File: src/rtl/serial_7seg_shifter_pkg.sv
// Shared frame geometry and FSM encoding for the serial 7-segment shifter.
package serial_7seg_shifter_pkg;

  localparam int unsigned NUM_DIGITS = 6;
  localparam int unsigned DIGIT_BITS = 8;
  localparam int unsigned FRAME_W    = NUM_DIGITS * DIGIT_BITS;

  typedef enum logic [1:0] {
    StIdle  = 2'd0,
    StLow   = 2'd1,
    StHigh  = 2'd2,
    StLatch = 2'd3
  } state_e;

  // Half-period of the serial clock in system clock cycles.
  function automatic int unsigned half_period(input int unsigned sys_hz,
                                              input int unsigned shift_hz);
    return sys_hz / (2 * shift_hz);
  endfunction

endpackage

File: src/rtl/serial_7seg_shifter_phase_timer.sv
// H-cycle phase timer: phase_end is high in the last cycle of a phase started by load.
module shift_phase_timer #(
  parameter int unsigned H = 5
) (
  input  logic clk,
  input  logic reset,
  input  logic load,
  output logic phase_end
);

  localparam int unsigned CntW = $clog2(H + 1);

  logic [CntW-1:0] cnt_q;

  always_ff @(posedge clk) begin
    if (reset) begin
      cnt_q <= '0;
    end else if (load) begin
      cnt_q <= CntW'(H - 1);
    end else if (cnt_q != '0) begin
      cnt_q <= cnt_q - 1'b1;
    end
  end

  assign phase_end = (cnt_q == '0);

endmodule

File: src/rtl/serial_7seg_shifter.sv
// Shifts a 48-bit segment frame MSB-first into a 74HC595-style chain, then pulses the latch.
module serial_7seg_shifter
  import serial_7seg_shifter_pkg::*;
#(
  parameter int unsigned SYS_CLK_HZ   = 5_000_000,
  parameter int unsigned SHIFT_CLK_HZ = 500_000
) (
  input  logic               i_clk,
  input  logic               i_reset,
  input  logic               i_en,
  input  logic               i_start_stb,
  input  logic [FRAME_W-1:0] i_frame,
  output logic               o_busy,
  output logic               o_done_stb,
  output logic               o_serial_data,
  output logic               o_serial_clk,
  output logic               o_serial_latch
);

  // H must be at least 1; the clock ratio is a build-time choice.
  localparam int unsigned H = half_period(SYS_CLK_HZ, SHIFT_CLK_HZ);
  localparam logic [5:0]  LastBit = 6'(FRAME_W - 1);

  state_e             state_q, state_d;
  logic [FRAME_W-1:0] shreg_q, shreg_d;
  logic [5:0]         bit_q, bit_d;
  logic               busy_q, busy_d;
  logic               done_q, done_d;
  logic               data_q, data_d;
  logic               sclk_q, sclk_d;
  logic               latch_q, latch_d;
  logic               load;
  logic               phase_end;

  shift_phase_timer #(
    .H (H)
  ) u_timer (
    .clk       (i_clk),
    .reset     (i_reset),
    .load      (load),
    .phase_end (phase_end)
  );

  always_comb begin
    state_d = state_q;
    shreg_d = shreg_q;
    bit_d   = bit_q;
    busy_d  = busy_q;
    done_d  = 1'b0;
    data_d  = data_q;
    sclk_d  = sclk_q;
    latch_d = latch_q;
    load    = 1'b0;
    case (state_q)
      StIdle: begin
        if (i_start_stb && i_en) begin
          state_d = StLow;
          shreg_d = i_frame;
          bit_d   = '0;
          busy_d  = 1'b1;
          data_d  = i_frame[FRAME_W-1];
          sclk_d  = 1'b0;
          load    = 1'b1;
        end
      end
      StLow: begin
        if (phase_end) begin
          state_d = StHigh;
          sclk_d  = 1'b1;
          load    = 1'b1;
        end
      end
      StHigh: begin
        if (phase_end) begin
          sclk_d = 1'b0;
          load   = 1'b1;
          if (bit_q == LastBit) begin
            state_d = StLatch;
            data_d  = 1'b0;
            latch_d = 1'b1;
          end else begin
            // Data only moves on LOW entry, giving H cycles of setup and hold.
            state_d = StLow;
            shreg_d = shreg_q << 1;
            bit_d   = bit_q + 1'b1;
            data_d  = shreg_q[FRAME_W-2];
          end
        end
      end
      StLatch: begin
        if (phase_end) begin
          state_d = StIdle;
          latch_d = 1'b0;
          busy_d  = 1'b0;
          done_d  = 1'b1;
          load    = 1'b1;
        end
      end
      default: state_d = StIdle;
    endcase
  end

  always_ff @(posedge i_clk) begin
    if (i_reset) begin
      state_q <= StIdle;
      shreg_q <= '0;
      bit_q   <= '0;
      busy_q  <= 1'b0;
      done_q  <= 1'b0;
      data_q  <= 1'b0;
      sclk_q  <= 1'b0;
      latch_q <= 1'b0;
    end else begin
      state_q <= state_d;
      shreg_q <= shreg_d;
      bit_q   <= bit_d;
      busy_q  <= busy_d;
      done_q  <= done_d;
      data_q  <= data_d;
      sclk_q  <= sclk_d;
      latch_q <= latch_d;
    end
  end

  assign o_busy         = busy_q;
  assign o_done_stb     = done_q;
  assign o_serial_data  = data_q;
  assign o_serial_clk   = sclk_q;
  assign o_serial_latch = latch_q;

endmodule

File: config.mk
export PLATFORM = sky130hd
export DESIGN_NAME = serial_7seg_shifter
export DESIGN_NICKNAME = d
export VERILOG_FILES = /design/src/rtl/serial_7seg_shifter_pkg.sv /design/src/rtl/serial_7seg_shifter_phase_timer.sv /design/src/rtl/serial_7seg_shifter.sv
export SDC_FILE = /design/constraint.sdc
export NUM_CORES = 1
export LEC_CHECK = 0
export ABC_AREA = 1
export BUFFER_PORTS_ARGS = -buffer_cell sky130_fd_sc_hd__clkbuf_2
export CAP_MARGIN = 20
export CORE_MARGIN = 4
export CORE_UTILIZATION = 59
export DETAILED_ROUTE_END_ITERATION = 8
export GPL_TIMING_DRIVEN = 0
export PLACE_DENSITY = 0.82
export SYNTH_ARGS = -nofsm -noshare
export SYNTH_HDL_FRONTEND = slang
export SYNTH_SLANG_ARGS = --single-unit
export TNS_END_PERCENT = 20
File: constraint.sdc
create_clock -name i_clk -period 3.3 [get_ports i_clk]
set_input_delay 0.66 -clock i_clk [delete_from_list [all_inputs] [get_ports i_clk]]
set_output_delay 0.66 -clock i_clk [all_outputs]
set_load 0.01 [all_outputs]
==> summary.md, run 1 <==
| Metric | Value |
|---|---|
| Status | `finished, final reports clean` |
| GRT met3 Usage | `3.74%` |
| P_leak | `1.76 nW` |
| DRC | `0` |
| Hold path cells | `2` |
| Gr ovfl total | `0` |
| Number of library cell types mapped by synthesis | `22` |
| Busiest grt layer | `met2` |
| Post-Syn Nets | `532` |
| Reg2reg setup slack | `1330 ps` |
| Layout cells sized above 1 | `15.3%` |
| Internal | `1.83 mW` |
| Sequential area share after synthesis | `42.0%` |
| Vias in the first global route | `2768` |
| Core area | `4820 µm²` |
| Setup CP Type | `flop to flop` |
| I/O pin cnt | `57` |
| First-pass GRT wire length | `11600 µm` |
| Die H | `79.3 µm` |
| Area of the die | `6290 µm²` |
| Routability cong. | `0.840` |
| Largest net degree at the start of global routing | `11` |
| Post-route ant nets | `0` |
| Initial antenna violation count | `0` |
| Comb power frac | `38.0%` |
| Min-Delay Path Class | `flop to flop` |
| CTS tree | `yes` |
| H-tree depth | `3` |
| Final Skew | `4.35 ps` |
| Die width | `79.3 µm` |
| Worst-Margin Slew | `540 ps` |
| Initial core utilization | `62.3%` |
| Hold_ws | `465 ps` |
| Worst r2r path cells | `10` |
| Initial DRC count | `328` |
| Total negative slack | `0 ps` |
| Final net count | `598` |
| # diodes | `0` |
| Mapped Cells | `477` |
| Biggest area consumer among synthesized cells | `dfxtp_1` |
| Clock Power Share | `23.3%` |
| CP endpoint kind | `flop` |
| Dpl cell area | `3360 µm²` |
| Met2 usage | `39.5%` |
| Net Sw Frac | `39.0%` |
| Synth Area per Inst | `6.30 µm²` |
| Post-Syn Area | `3000 µm²` |
| Synthesis-to-finish area growth | `18.9%` |
| Reg-to-Reg Start | `u_timer.cnt_q[0]` |
| Via count | `3049` |
| Critical Path RT | `3510 ps` |
| Max-slew headroom | `63.6%` |
| Via/cell ratio | `4.96` |
| Worst VDD drop | `0.414 mV` |
| First-pass iteration count of the detailed router | `4` |
| Fmax | `0.508 GHz` |
| M1 GR Usage | `28.6%` |
| Startpoint types | `flop` |
| Overall routed net length | `6850 µm` |
| Sequential power share | `38.7%` |
| Root Buffer | `clkbuf_8` |
| Worst Hold End | `o_busy` |
| Hold_sp | `o_busy` |
| Yosys top cell area share | `42.0%` |
| Hpwl dp | `4720 µm` |
| Skew-Pair Late Insertion Delay | `320 ps` |
| Crit share post-route | `59.7%` |
| # setup viols final | `0` |
| RSZ-0062 raised after global routing | `false` |
| Post-CTS setup repair buffer count | `0` |
| DR WL/cell | `11.1 µm` |
| Period minus WS final | `1970 ps` |
| Worst-path clk slew | `70 ps` |
| Worst-path fanout max | `10` |
| Clk sinks | `63` |
| Yosys reg bits | `63` |
| Psw | `1.17 mW` |
| Cell Rows | `25` |
| Fin area | `3570 µm²` |
| Final Hold Fails | `0` |
| Max Slew Vio Count | `0` |
| GRT Total Usage | `22.9%` |
| RR Endpoint | `bit_q[0]` |
| # port buffers | `55` |
| Pwr/cell area | `838 nW/µm²` |
| Yosys warns | `0` |
| Cts hold-fix bufs | `0` |
| Max-cap violations | `0` |
| Synth top area cells | `dfxtp_1 42%, nand2_1 20%, nor2_1 14%` |
| WP data arrival | `2180 ps` |
| Cts repair resizes | `0` |
| Longest Clk Path Bufs | `2` |
| Num CTS Buffers | `9` |
-- sequential cells by signal, indices dropped and copies added (netlist names) --
register	flops
bit_q	6
shreg_q	47
o_serial_clk	1
o_done_stb	1
o_busy	1
o_serial_latch	1
o_serial_data	1
u_timer.cnt_q	3
state_q	2
-- cell usage in the layout, fill, tap and decap left out, types with 5 or more instances in the layout --
cell,synthesis,layout
inv_1,20,20
clkbuf_2,0,55
dfxtp_1,63,63
a21oi_1,7,7
clkbuf_1,17,18
buf_2,5,5
nand3_1,10,10
clkbuf_8,0,12
nand2_1,162,162
nor2_1,116,116
o21ai_0,57,57
-- Yosys cell counts, drive strengths merged --
master  instances
clkbuf         17
buf            10
a31oi           1
nand3          11
xor2            1
nor2          118
nor3b           1
o21ai          57
o21bai          1
ha              3
a21oi           7
dfxtp          63
nand2         164
nor3            1
inv            22
-- stage by stage --
step | utilization, % | total power [mW] | std cells | worst slack (ps)
after floorplan | - | 2.01 | 477 | 1700
after global placement | 69.8 | 2.25 | 599 | 1280
after detailed placement | 69.8 | 2.29 | 599 | 1230
after CTS | 74.1 | 3.00 | 615 | 1360
after global routing | 74.1 | 3.24 | 615 | 1080
final | 74.1 | 2.99 | 615 | 1330
-- per-layer routing --
metal / share of wire [%] / up-vias
met4: 1.2 / 0
met5: 0 / -
met3: 4.2 / 9
li1: - / 1603
met2: 48 / 61
met1: 46 / 1376
-- logic make-up (layout without fill, tap and decap cells) --
group | after synthesis | count (layout) | synth area share, %
adder cells (fa/ha/maj) | 3 | 3 | 1.25
AO/OA/AOI/OAI | 66 | 66 | 11.1
flip-flops | 63 | 63 | 42.0
XOR/XNOR | 1 | 1 | 0.292
AND/OR/NAND/NOR | 295 | 295 | 38.5
buffers and inverters | 49 | 120 | 6.83
-- power groups by stage --
stage	clock network, mW	registers [mW]	logic, mW
floorplan	0	1.14	0.867
global placement	0	1.16	1.09
detailed placement	0	1.17	1.12
CTS	0.703	1.16	1.14
global route	0.735	1.18	1.32
finish	0.697	1.16	1.14
-- critical path, cell delays in order (launching register included) --
cell	delay [ps]
dfxtp_1	300
inv_1	100
ha_1	170
inv_1	40
nor2_1	270
nand2_1	190
nand2_4	160
nand2_4	100
clkbuf_1	220
o21ai_0	240
nor2_1	70
-- worst max path at each step --
stage | start | endpoint | slack [ps] | cells past startpoint
after global routing | u_timer.cnt_q[0] | shreg_q[2] | 1080 | 10
after detailed placement | i_reset | shreg_q[13] | 1230 | 6
after global placement | i_reset | shreg_q[36] | 1280 | 6
final | u_timer.cnt_q[0] | bit_q[0] | 1330 | 10
after CTS | u_timer.cnt_q[0] | bit_q[0] | 1360 | 10
after floorplan | i_start_stb | shreg_q[17] | 1700 | 10
-- final cells by class --
class	instances	area, µm²
Sequential cell	63	1260
Inverter	22	82.6
Timing Repair Buffer	55	275
Clock buffer	13	169
Clock inverter	3	40.0
Multi-Input combinational cell	365	1540
Fill cell	435	1250
Tap cell	67	83.8
Buffer	27	123
Power figures use the tool's default switching activity.
==> inputs of run 2 (changes only) <==
--- a/config.mk
+++ b/config.mk
@@ -9,10 +9,10 @@
 export BUFFER_PORTS_ARGS = -buffer_cell sky130_fd_sc_hd__clkbuf_2
 export CAP_MARGIN = 20
 export CORE_MARGIN = 4
-export CORE_UTILIZATION = 59
+export CORE_UTILIZATION = 50
 export DETAILED_ROUTE_END_ITERATION = 8
 export GPL_TIMING_DRIVEN = 0
-export PLACE_DENSITY = 0.82
+export PLACE_DENSITY = 0.74
 export SYNTH_ARGS = -nofsm -noshare
 export SYNTH_HDL_FRONTEND = slang
 export SYNTH_SLANG_ARGS = --single-unit
==> constraint.sdc (replaced) <==
create_clock -name i_clk -period 1.7 [get_ports i_clk]
set_input_delay 0.34 -clock i_clk [delete_from_list [all_inputs] [get_ports i_clk]]
set_output_delay 0.34 -clock i_clk [all_outputs]
set_load 0.01 [all_outputs]
==> summary.md, run 2 (synthesis results as in run 1) <==
| Metric | Value |
|---|---|
| Period minus WS final | `1620 ps (-352 ps)` |
| Dpl ws | `-207 ps (-1440 ps)` |
| First-pass GRT wire length | `11600 µm (-0.53%)` |
| Worst-path clk slew | `70 ps (about the same)` |
| Routability cong. | `0.866 (+3.1%)` |
| Fin util | `64.4% (-9.7 points)` |
| Sequential power share | `38.9% (+0.2 points)` |
| Max-cap violations | `0 (unchanged)` |
| Most common cell after layout, fill and taps aside | `nand2_1` |
| Gr ovfl total | `0 (unchanged)` |
| Comb power frac | `40.5% (+2.5 points)` |
| Critical path depth | `10 (unchanged)` |
| Cell Rows | `27 (+8.0%)` |
| # diodes | `0 (unchanged)` |
| CTS tree | `yes` |
| Crit-path cells | `ha_2 > nand2_2 > nor2_4 > nand3_4 > nand2_4 > inv_2 > buf_8 > buf_8 > nor2_1 > nor2_1` |
| First-pass iteration count of the detailed router | `4 (unchanged)` |
| Worst-path fanout max | `10 (unchanged)` |
| Final Hold Fails | `0 (unchanged)` |
| Fmax | `0.618 GHz (+22%)` |
| CP endpoint kind | `flop` |
| DRC | `0 (unchanged)` |
| Num CTS Buffers | `9 (unchanged)` |
| Final worst slack | `83.0 ps (-1250 ps)` |
| Largest reg by FF count | `shreg_q` |
| Overall routed net length | `6750 µm (-1.6%)` |
| Dpl cell area | `3370 µm² (+0.19%)` |
| # setup viols final | `0 (unchanged)` |
| Cts hold-fix bufs | `0 (unchanged)` |
| Hold path cells | `3 (+1)` |
| Layout cells sized above 1 | `18.4% (+3.0 points)` |
| Count of buffer and inverter cells on the critical path | `3 (unchanged)` |
| Initial core utilization | `52.9% (-9.4 points)` |
| H-tree depth | `3 (unchanged)` |
| Worst r2r path cells | `10 (unchanged)` |
| Longest Clk Path Bufs | `2 (unchanged)` |
| Setup CP Type | `flop to flop` |
| M1 GR Usage | `25.0% (-3.7 points)` |
| Min-Delay Path Class | `input pin to flop` |
| Slowest-stage cell, CP | `dfxtp_2` |
| I/O pin cnt | `57 (unchanged)` |
| DR WL/cell | `10.8 µm (-3.5%)` |
| Internal | `3.52 mW (+93%)` |
| Vias in the first global route | `2692 (-2.7%)` |
| Initial DRC count | `140 (-57%)` |
| GRT met3 Usage | `5.48% (+1.7 points)` |
| Hpwl dp | `4740 µm (+0.37%)` |
| Net Sw Frac | `39.1% (+0.090 points)` |
| Worst path top cell family by delay | `simple AND/OR/NAND/NOR gates` |
| Psw | `2.26 mW (+94%)` |
| Max reg flops | `47 (unchanged)` |
| Area of the die | `7310 µm² (+16%)` |
| P_leak | `1.79 nW (+2.0%)` |
| Final net count | `606 (+1.3%)` |
| Root Buffer | `clkbuf_8` |
| Crit path largest cell delay | `360 ps (+60 ps)` |
| WP data arrival | `1850 ps (-330 ps)` |
| Initial antenna violation count | `0 (unchanged)` |
| Post-route ant nets | `0 (unchanged)` |
| Busiest grt layer | `met2` |
| Max-slew headroom | `62.8% (-0.85 points)` |
| Skew-Pair Late Insertion Delay | `330 ps (about the same)` |
| Synthesis-to-finish area growth | `21.7%` |
| Worst-Margin Slew | `552 ps (+12.6 ps)` |
| Worst VDD drop | `0.836 mV (+100%)` |
| # port buffers | `55 (unchanged)` |
| Die width | `85.5 µm (+7.8%)` |
| Max Slew Vio Count | `0 (unchanged)` |
| Met2 usage | `31.3% (-8.2 points)` |
| Startpoint types | `flop` |
| Core area | `5680 µm² (+18%)` |
| Final Skew | `6.80 ps (+2.44 ps)` |
| Pwr/cell area | `1580 nW/µm² (+89%)` |
| GRT Total Usage | `19.3% (-3.6 points)` |
| Largest net degree at the start of global routing | `11 (unchanged)` |
| Fin area | `3650 µm² (+2.3%)` |
| Clock Power Share | `20.6% (-2.7 points)` |
| Most frequent cells in the layout | `160 x nand2_1, 114 x nor2_1, 61 x dfxtp_1` |
| Via count | `3025 (-0.79%)` |
| Total negative slack | `0 ps (unchanged)` |
| Crit share post-route | `95.1% (+35 points)` |
| Critical Path RT | `1930 ps (-1580 ps)` |
| RSZ-0062 raised after global routing | `true` |
| Largest regs | `shreg_q (47), bit_q (6), u_timer.cnt_q (3)` |
| Status | `finished, final reports clean` |
| Via/cell ratio | `4.82 (-2.7%)` |
| Clk sinks | `63 (unchanged)` |
| Die H | `85.5 µm (+7.8%)` |
## run 2: stage by stage
stage               instances  power (mW)  hold slack (ps)
finish                    627        5.78              272
global route              627        6.30              271
CTS                       622        5.69              267
detailed placement        604        4.44              459
global placement          604        4.38              448
floorplan                 477        3.90              439
## run 2: worst paths after layout
kind	from	slack, ps	to
max	bit_q[0]	80	shreg_q[19]
min	i_frame[0]	270	shreg_q[0]
max reg2reg	bit_q[0]	80	shreg_q[19]
min reg2reg	o_busy	470	o_busy
## run 2: layout make-up
| type | count | area, µm² |
|---|---|---|
| buffer | 27 | 138 |
| clock buffer | 15 | 176 |
| fill | 553 | 2020 |
| inverter | 22 | 82.6 |
| multi-input combinational | 365 | 1570 |
| sequential | 63 | 1260 |
| tap | 72 | 90.1 |
| timing repair buffer | 63 | 335 |
## run 2: timing repair
item,4_1_cts,5_1_grt
setup endpoints to repair,51,50
setup buffers,3,5
gates resized for setup,8,20
pin swaps,2,2
## run 2: metal layers
layer	part of all wire, %	wire (µm)	vias to the layer above
li1	-	-	1625
met1	48	3210	1340
met2	47	3160	51
met3	4.5	301	9
met4	1.2	82	0
met5	0	0	-
## run 2: tightest hold or removal path, cell delays in order
cell and delay, ps:
clkbuf_2 90, nand3_1 70, a21oi_1 60
## run 2: power by group through the flow
stage	Clock, mW	Combinational [mW]	Sequential (mW)
floorplan	0	1.68	2.22
global placement	0	2.13	2.25
detailed placement	0	2.18	2.26
CTS	1.21	2.24	2.24
global route	1.29	2.70	2.31
finish	1.19	2.34	2.25
